File: config.mk
export PLATFORM = sky130hd
export DESIGN_NAME = memory_access_flat
export DESIGN_NICKNAME = d
export VERILOG_FILES = /design/src/rtl/memory_access_if.sv /design/src/rtl/memory_access.sv /design/src/flat_wrapper.sv
export SDC_FILE = /design/constraint.sdc
export NUM_CORES = 1
export LEC_CHECK = 0
export ABC_AREA = 1
export BUFFER_PORTS_ARGS = -buffer_cell sky130_fd_sc_hd__buf_2
export CORE_MARGIN = 5
export CORE_UTILIZATION = 42
export DETAILED_ROUTE_END_ITERATION = 6
export PLACE_DENSITY = 0.74
export SETUP_SLACK_MARGIN = 0.3
export SLEW_MARGIN = 15
export SYNTH_ARGS = -nofsm -noshare
export SYNTH_HDL_FRONTEND = slang
export SYNTH_SLANG_ARGS = --single-unit
File: constraint.sdc
create_clock -name clock -period 1.44 [get_ports clock]
set_clock_uncertainty 0.2 [all_clocks]
set_input_delay 0.144 -clock clock [delete_from_list [all_inputs] [get_ports clock]]
set_output_delay 0.144 -clock clock [all_outputs]
set_load 0.03 [all_outputs]
File: src/rtl/memory_access_if.sv
// Data-memory request/ready bus between the MEM stage (master) and the data memory (slave).
interface memory_access_if #(
   parameter int ADDR_W    = 32,
   parameter int DATA_SIZE = 32
);
   logic                 req;
   logic                 we;
   logic [ADDR_W-1:0]    addr;
   logic [DATA_SIZE-1:0] wdata;
   logic [DATA_SIZE-1:0] rdata;
   logic                 ready;

   modport master (output req, we, addr, wdata, input rdata, ready);
   modport slave  (input req, we, addr, wdata, output rdata, ready);
endinterface

File: src/rtl/memory_access.sv
// MEM stage of the 5-stage MIPS pipeline: issues lw/sw over the dmem bus, stalls upstream, feeds MEM_WB_*.
// Optional MEM_PERF_EN macro adds load/store/stall performance counters.
//
// state  | meaning
// IDLE   | no access outstanding; pass-through, misalign check, or issue a request
// WAIT   | request outstanding; waiting for dmem ready or timeout
module memory_access #(
   parameter int ADDR_W      = 32,
   parameter int DATA_SIZE   = 32,
   parameter int TIMEOUT_CYC = 255
) (
   input  logic                 clock,
   input  logic                 reset_n,
   input  logic [DATA_SIZE-1:0] EX_MEM_result,
   input  logic [DATA_SIZE-1:0] EX_MEM_store_data,
   input  logic [4:0]           EX_MEM_dest,
   input  logic [5:0]           EX_MEM_op,
   input  logic [1:0]           EX_MEM_instruc_type,
   output logic                 MEM_stall,
   memory_access_if.master      dmem,
   output logic [DATA_SIZE-1:0] MEM_WB_result,
   output logic [DATA_SIZE-1:0] MEM_WB_data,
   output logic [4:0]           MEM_WB_dest,
   output logic [5:0]           MEM_WB_op,
   output logic [1:0]           MEM_WB_instruc_type,
   output logic                 MEM_exc
`ifdef MEM_PERF_EN
   ,
   output logic [31:0]          perf_loads,
   output logic [31:0]          perf_stores,
   output logic [31:0]          perf_stall_cycles
`endif
);

   localparam logic [5:0] OP_LW = 6'b100011;
   localparam logic [5:0] OP_SW = 6'b101011;

   localparam logic [0:0] S_IDLE = 1'b0;
   localparam logic [0:0] S_WAIT = 1'b1;

   localparam bit TO_EN   = (TIMEOUT_CYC > 0);
   localparam int TO_LAST = (TIMEOUT_CYC > 0) ? TIMEOUT_CYC - 1 : 0;
   localparam int CNT_W   = $clog2(TIMEOUT_CYC + 2);

   logic [0:0]           state;
   logic [CNT_W-1:0]     cnt;
   logic                 is_lw;
   logic                 is_sw;
   logic                 is_mem;
   logic                 mis;
   logic                 timeout_hit;
   logic                 wb_pass;
   logic [DATA_SIZE-1:0] wb_data;

   always_comb begin
      is_lw       = (EX_MEM_op == OP_LW);
      is_sw       = (EX_MEM_op == OP_SW);
      is_mem      = is_lw || is_sw;
      mis         = is_mem && (EX_MEM_result[1:0] != 2'b00);
      // Abort lands on the TIMEOUT_CYC-th WAIT cycle; the counter is 0 on the first one.
      timeout_hit = TO_EN && (state == S_WAIT) && !dmem.ready && (cnt == CNT_W'(TO_LAST));
      if (state == S_IDLE)
         MEM_stall = is_mem && !mis;
      else
         MEM_stall = !dmem.ready && !timeout_hit;
      wb_pass     = ((state == S_IDLE) && !is_mem) || ((state == S_WAIT) && dmem.ready);
      wb_data     = ((state == S_WAIT) && is_lw) ? dmem.rdata : '0;
   end

   always_ff @(posedge clock or negedge reset_n) begin
      if (!reset_n) begin
         state      <= S_IDLE;
         cnt        <= '0;
         dmem.req   <= 1'b0;
         dmem.we    <= 1'b0;
         dmem.addr  <= '0;
         dmem.wdata <= '0;
         MEM_exc    <= 1'b0;
      end else begin
         MEM_exc <= 1'b0;
         case (state)
            S_IDLE: begin
               cnt <= '0;
               if (is_mem && !mis) begin
                  dmem.req   <= 1'b1;
                  dmem.we    <= is_sw;
                  dmem.addr  <= EX_MEM_result[ADDR_W-1:0];
                  dmem.wdata <= EX_MEM_store_data;
                  state      <= S_WAIT;
               end else if (mis) begin
                  MEM_exc <= 1'b1;
               end
            end
            default: begin
               if (dmem.ready) begin
                  dmem.req <= 1'b0;
                  state    <= S_IDLE;
               end else if (timeout_hit) begin
                  dmem.req <= 1'b0;
                  MEM_exc  <= 1'b1;
                  state    <= S_IDLE;
               end else begin
                  cnt <= cnt + 1'b1;
               end
            end
         endcase
      end
   end

   // Anything that is not a pass-through retires as an all-zero bubble.
   always_ff @(posedge clock or negedge reset_n) begin
      if (!reset_n) begin
         MEM_WB_result       <= '0;
         MEM_WB_data         <= '0;
         MEM_WB_dest         <= '0;
         MEM_WB_op           <= '0;
         MEM_WB_instruc_type <= '0;
      end else if (wb_pass) begin
         MEM_WB_result       <= EX_MEM_result;
         MEM_WB_data         <= wb_data;
         MEM_WB_dest         <= EX_MEM_dest;
         MEM_WB_op           <= EX_MEM_op;
         MEM_WB_instruc_type <= EX_MEM_instruc_type;
      end else begin
         MEM_WB_result       <= '0;
         MEM_WB_data         <= '0;
         MEM_WB_dest         <= '0;
         MEM_WB_op           <= '0;
         MEM_WB_instruc_type <= '0;
      end
   end

`ifdef MEM_PERF_EN
   always_ff @(posedge clock or negedge reset_n) begin
      if (!reset_n) begin
         perf_loads        <= '0;
         perf_stores       <= '0;
         perf_stall_cycles <= '0;
      end else begin
         if ((state == S_WAIT) && dmem.ready && is_lw)
            perf_loads <= perf_loads + 32'd1;
         if ((state == S_WAIT) && dmem.ready && is_sw)
            perf_stores <= perf_stores + 32'd1;
         if (MEM_stall)
            perf_stall_cycles <= perf_stall_cycles + 32'd1;
      end
   end
`endif

endmodule

File: src/flat_wrapper.sv
// flat-port wrapper written by rule: the top's interface ports become plain ports
module memory_access_flat 
#(
   parameter int ADDR_W      = 32,
   parameter int DATA_SIZE   = 32,
   parameter int TIMEOUT_CYC = 255
)
  (clock, reset_n, EX_MEM_result, EX_MEM_store_data, EX_MEM_dest, EX_MEM_op, EX_MEM_instruc_type, MEM_stall, MEM_WB_result, MEM_WB_data, MEM_WB_dest, MEM_WB_op, MEM_WB_instruc_type, MEM_exc, dmem_req, dmem_we, dmem_addr, dmem_wdata, dmem_rdata, dmem_ready);
  memory_access_if #(.ADDR_W(ADDR_W), .DATA_SIZE(DATA_SIZE)) dmem_i ();
  input  logic clock;
  input  logic reset_n;
  input  logic [DATA_SIZE-1:0] EX_MEM_result;
  input  logic [DATA_SIZE-1:0] EX_MEM_store_data;
  input  logic [4:0] EX_MEM_dest;
  input  logic [5:0] EX_MEM_op;
  input  logic [1:0] EX_MEM_instruc_type;
  output logic MEM_stall;
  output logic [DATA_SIZE-1:0] MEM_WB_result;
  output logic [DATA_SIZE-1:0] MEM_WB_data;
  output logic [4:0] MEM_WB_dest;
  output logic [5:0] MEM_WB_op;
  output logic [1:0] MEM_WB_instruc_type;
  output logic MEM_exc;
  output wire logic [$bits(dmem_i.req)-1:0] dmem_req;
  output wire logic [$bits(dmem_i.we)-1:0] dmem_we;
  output wire logic [$bits(dmem_i.addr)-1:0] dmem_addr;
  output wire logic [$bits(dmem_i.wdata)-1:0] dmem_wdata;
  input wire logic [$bits(dmem_i.rdata)-1:0] dmem_rdata;
  input wire logic [$bits(dmem_i.ready)-1:0] dmem_ready;
  assign dmem_req = dmem_i.req;
  assign dmem_we = dmem_i.we;
  assign dmem_addr = dmem_i.addr;
  assign dmem_wdata = dmem_i.wdata;
  assign dmem_i.rdata = dmem_rdata;
  assign dmem_i.ready = dmem_ready;
  memory_access #(.ADDR_W(ADDR_W), .DATA_SIZE(DATA_SIZE), .TIMEOUT_CYC(TIMEOUT_CYC)) u_core (.clock(clock), .reset_n(reset_n), .EX_MEM_result(EX_MEM_result), .EX_MEM_store_data(EX_MEM_store_data), .EX_MEM_dest(EX_MEM_dest), .EX_MEM_op(EX_MEM_op), .EX_MEM_instruc_type(EX_MEM_instruc_type), .MEM_stall(MEM_stall), .dmem(dmem_i), .MEM_WB_result(MEM_WB_result), .MEM_WB_data(MEM_WB_data), .MEM_WB_dest(MEM_WB_dest), .MEM_WB_op(MEM_WB_op), .MEM_WB_instruc_type(MEM_WB_instruc_type), .MEM_exc(MEM_exc));
endmodule
==> parameters.txt, run 1 <==
Parameter                              Value

Clock network
  Root buf cell ... sky130_fd_sc_hd__clkbuf_16
  Number of clock sinks ... 154
  Total number of H-tree levels ... 4
  Inserted Clock Buffers ... 17
  Maximum buffer depth of the clock tree ... 2

Place
  Count of port buffers added during placement ... 256
  Hpwl dp ... 10.9 mm
  Weighted congestion at the end of routability-driven global placement ... 0.791

Die
  Horiz. Die Dim ... 127 µm
  Die height ... 127 µm
  Site Rows ... 42
  Initial cell density of the core ... 0.430
  I/O pins ... 257

Status
  Outcome ... stopped before the end
  Stop stage ... global routing
  First error in the log ... [ERROR DPL-0038] Utilization greater than 100%, impossible to legalize

STA
  Worst EP post-GRT repair ... MEM_stall
  Pin type at the end of the worst path ... output port

Yosys
  Cell variety after synth ... 21
  Avg Synthesized Cell Area ... 9.72 µm²
  Total number of yosys warnings ... 0
  Syn_nets ... 703
  Synthesized instance count ... 589
  Post-synthesis sequential area ratio ... 0.673
  Synthesized flop and latch total ... 154
  Cell area after synthesis ... 5720 µm²

Global route
  Largest net degree at the start of global routing ... 39
stage by stage:
step	worst slack (ps)	cell area, µm²	cells	hold slack [ps]
after detailed placement	-117	7420	1019	-148
after CTS	-453	12000	1253	-177
after global placement	-76.5	7420	1019	-146
after floorplan	55.4	5870	589	-352
cells in the mapped netlist:
cell type	count	area share
sky130_fd_sc_hd__buf_4	4	0.0052
sky130_fd_sc_hd__nand2_2	1	0.0011
sky130_fd_sc_hd__nor2_2	2	0.0022
sky130_fd_sc_hd__nor2_4	1	0.0020
sky130_fd_sc_hd__xor2_1	1	0.0015
sky130_fd_sc_hd__a21oi_2	1	0.0015
sky130_fd_sc_hd__clkbuf_1	6	0.0039
sky130_fd_sc_hd__inv_1	90	0.059
sky130_fd_sc_hd__nand3_1	43	0.038
sky130_fd_sc_hd__inv_2	1	0.00066
sky130_fd_sc_hd__o21ai_0	4	0.0035
sky130_fd_sc_hd__nand2_1	112	0.073
sky130_fd_sc_hd__nor3_2	1	0.0017
sky130_fd_sc_hd__o21ai_1	60	0.052
sky130_fd_sc_hd__dfrtp_1	154	0.67
sky130_fd_sc_hd__buf_2	18	0.016
sky130_fd_sc_hd__nor2_1	84	0.055
sky130_fd_sc_hd__ha_1	2	0.0044
sky130_fd_sc_hd__nand4_1	1	0.0011
sky130_fd_sc_hd__nand3_2	1	0.0017
sky130_fd_sc_hd__o21bai_1	2	0.0026
cells by family after synthesis:
group	after synthesis	synth area share
buffers and inverters	119	0.0846
and+or+nand+nor	246	0.176
xor gates and xnor gates	1	0.00153
DFF	154	0.673
AOI/OAI and AO/OA	67	0.0601
adders and majority gates	2	0.00437
timing repair:
item | in CTS
hold buffers | 110
endpoints found under the hold margin | 296
buffers inserted | 60
cloned | 32
endpoints found under the setup margin | 299
gates resized for setup | 475
pin swaps | 36
==> inputs of run 2 (changes only) <==
Settings changed: CORE_UTILIZATION 42 to 40, PLACE_DENSITY 0.74 to unset, PLACE_DENSITY_LB_ADDON set to 0.15, SETUP_SLACK_MARGIN 0.3 to unset.
Clock period 1.44 ns to 1.87 ns, I/O delays scaled along.
==> run 2 against run 1 <==
  * The flow now finishes, with violations (negative setup slack)
  * Synthesized area is the same
  * Synthesized cell count unchanged
==> parameters.txt, run 2 <==
Parameter                              Value

Status
  Outcome ... finished, violations left
  Violated checks ... negative setup slack

Setup path
  Largest stage delay on the critical path ... 400 ps
  Number of cells traversed by the worst register-to-register path ... 12
  Buf/Inv on CP ... 2
  Crit. Startpoint ... u_core.cnt[0]$_DFFE_PN0P_
  Crit path max-delay family ... flip-flops
  Cells along the critical path ... inv_2 -> ha_4 -> nand2_2 -> nor2_2 -> nand2_1 -> nand2_1 -> nand2_2 -> buf_6
  Slowest stage cell, crit path ... sky130_fd_sc_hd__dfrtp_1
  Arrival time at the worst endpoint ... 1530 ps
  Critical path class ... register to primary output
  Element type at the critical path end ... primary output
  Required time at the endpoint of the critical path ... 1480 ps
  Capture point of the worst reg-to-reg path ... u_core.cnt[0]$_DFFE_PN0P_
  CP Launch Type ... register
  Count of cell instances traversed by the critical path ... 8
  Worst R2R Setup Slack ... -50 ps
  Critical Path Sink ... MEM_stall
  R2r startpoint ... u_core.cnt[0]$_DFFE_PN0P_
  Critical-path maximum fanout ... 2

Place
  Count of port buffers added during placement ... 256
  Placed Cells incl. Taps ... 1006
  Hpwl dp ... 11.1 mm
  Post-detailed-placement cell area ... 7240 µm²
  Weighted congestion at the end of routability-driven global placement ... 0.789

Yosys
  Post-synth EDFFs ... 0
  Leading area contributor after synthesis ... sky130_fd_sc_hd__dfrtp_1
  Synthesized instance count ... 589
  Main area contributors after synthesis ... sky130_fd_sc_hd__dfrtp_1, sky130_fd_sc_hd__nand2_1, sky130_fd_sc_hd__inv_1
  Dominant cell by count in the synthesized netlist ... sky130_fd_sc_hd__dfrtp_1
  Cell variety after synth ... 21
  Fraction of post-synthesis cell area in the top cell type by area ... 0.673
  Avg Synthesized Cell Area ... 9.72 µm²
  Post-synthesis async set-or-reset flop share ... 1.00
  Synthesized flop and latch total ... 154
  Post-synthesis sequential area ratio ... 0.673
  Post-synth top flop ... sky130_fd_sc_hd__dfrtp_1
  Syn_nets ... 703
  Total number of yosys warnings ... 0
  Top cells by count, synth ... sky130_fd_sc_hd__dfrtp_1, sky130_fd_sc_hd__nand2_1, sky130_fd_sc_hd__inv_1
  Cell area after synthesis ... 5720 µm²

Power and ir drop
  Power density of the placed cells ... 938 nW/µm²
  Total design power ... 0.00857 W
  Leak ... 5.12 nW
  Peak VDD IR ... 730 µV

STA
  Slew headroom ... 0.714
  Tcrit/Tclk final ... 1.03
  Achievable Freq ... 0.521 GHz
  Clock period minus final worst setup slack ... 1920 ps
  Setup repair after global routing missed its margin ... yes
  Total count of hold-check failures in the final report ... 0
  Setup_tns ... -93.9 ps
  Measured slew at the worst slew-check pin ... 429 ps
  Setup Viol. Count Final ... 2
  Max-slew violation count ... 0
  Worst Slack Setup Final ... -48.2 ps

Die
  Site Rows ... 43
  Die height ... 130 µm
  Initial cell density of the core ... 0.411
  Horiz. Die Dim ... 130 µm
  Core outline area ... 13900 µm²
  Die Footprint ... 16800 µm²
  I/O pins ... 257

Clock network
  Root buf cell ... sky130_fd_sc_hd__clkbuf_16
  CTS clock-pin slew for the worst setup and hold paths ... 60 ps
  Inserted Clock Buffers ... 17
  Worst-Skew Late Latency ... 420 ps
  Total number of H-tree levels ... 4
  Number of clock sinks ... 154
  Clock tree from TritonCTS ... built
  Maximum buffer depth of the clock tree ... 2

Layout
  Synthesis-to-layout area growth ... 59.6%
  Final standard cell area without fillers ... 9140 µm²
  Diodes inserted ... 0
  Nets ... 1090
  Leading cell type in the layout, fill and taps excluded ... sky130_fd_sc_hd__buf_2
  Layout fillers ... 1101
  Commonest non-fill, non-tap cells in the layout ... sky130_fd_sc_hd__buf_2, sky130_fd_sc_hd__dfrtp_1, sky130_fd_sc_hd__dlygate4sd3_1, sky130_fd_sc_hd__nand2_1, sky130_fd_sc_hd__inv_1
  Share of final-layout standard cells stronger than drive strength 1 ... 0.331
  Fin cells ... 1169

Drt
  Drc violations ... 0
  WL final ... 17.4 mm
  Average routed wire per standard cell ... 14.9 µm
  Drt first pass iters ... 4
  Initial detailed-routing violation count ... 297
  Via count of the routed design ... 5397
  Via-per-instance ratio ... 4.62
  Antenna violation net count after detailed routing ... 0

Run
  Count of max-cap constraint violations ... 0

Global route
  First-pass GRT wire length ... 27.3 mm
  Global-route usage over all layers ... 0.207
  Largest net degree at the start of global routing ... 102
  Via count of the first global-routing pass ... 5670
  Overflow left after global routing ... 0
  Antenna violations before repair ... 1

Worst hold path
  Hold Crit Class ... primary input to async pin
[run 2: cell counts after synthesis]
Identical to the previous run, type by type.
[run 2: logic make-up after synthesis]
family	count (synthesis)	synth area share
and+or+nand+nor	246	0.176
DFF	154	0.673
buffers and inverters	119	0.0846
AOI/OAI and AO/OA	67	0.0601
adders and majority gates	2	0.00437
xor gates and xnor gates	1	0.00153
[run 2: report_power, final]
group	switching, W	internal, W	total, W
registers	0.000114	0.00357	0.00369
logic	0.000920	0.000532	0.00145
clock network	0.00133	0.00210	0.00343
[run 2: how the worst min path moves through the flow]
| stage | start | end | slack (ps) | cells past startpoint |
|---|---|---|---|---|
| 3_5_place_dp | reset_n | u_core.MEM_WB_result[20]$_DFF_PN0_ | -90 | 1 |
| 4_1_cts | reset_n | u_core.dmem.addr[21]$_DFFE_PN0P_ | 30 | 2 |
| 2_1_floorplan | reset_n | u_core.MEM_WB_data[0]$_DFF_PN0_ | -310 | 0 |
| 3_3_place_gp | reset_n | u_core.dmem.addr[20]$_DFFE_PN0P_ | -90 | 1 |
| 6_report | reset_n | u_core.MEM_WB_result[17]$_DFF_PN0_ | 30 | 2 |
| 5_1_grt | reset_n | u_core.dmem.addr[21]$_DFFE_PN0P_ | 50 | 2 |
[run 2: stage by stage]
step / utilization / setup WS [ps] / hold WS (ps)
5_1_grt: 0.656 / -125 / 48.6
6_report: 0.656 / -48.2 / 27.6
4_1_cts: 0.652 / -68.6 / 30.0
3_5_place_dp: 0.520 / 227 / -87.0
2_1_floorplan: - / 289 / -309
3_3_place_gp: 0.520 / 242 / -92.7
[run 2: per-layer routing]
metal | routed length (µm) | track usage | vias up
met4 | 481 | 0.0764 | 2
met2 | 8580 | 0.352 | 243
met3 | 1620 | 0.0791 | 44
met1 | 6710 | 0.239 | 2539
met5 | 7 | 0 | -
li1 | - | - | 2569
[run 2: layout make-up]
type	count	area, µm²	share of cell area
flip-flops and latches	154	3850	0.422
repair buffers	396	2700	0.295
multi-input cells	316	1430	0.157
clock buffers	21	440	0.0482
inverters	91	342	0.0374
well taps	180	225	0.0247
clock inverters	11	145	0.0159
[run 2: what timing repair did]
item / 4_1_cts / 5_1_grt
cloned: 0 / 0
endpoints found under the hold margin: 299 / 0
setup buffers: 12 / 4
gates resized for setup: 5 / 8
hold buffers: 115 / 0
pin swaps: 1 / 5
setup endpoints to repair: 1 / 5
Power figures use the tool's default switching activity.
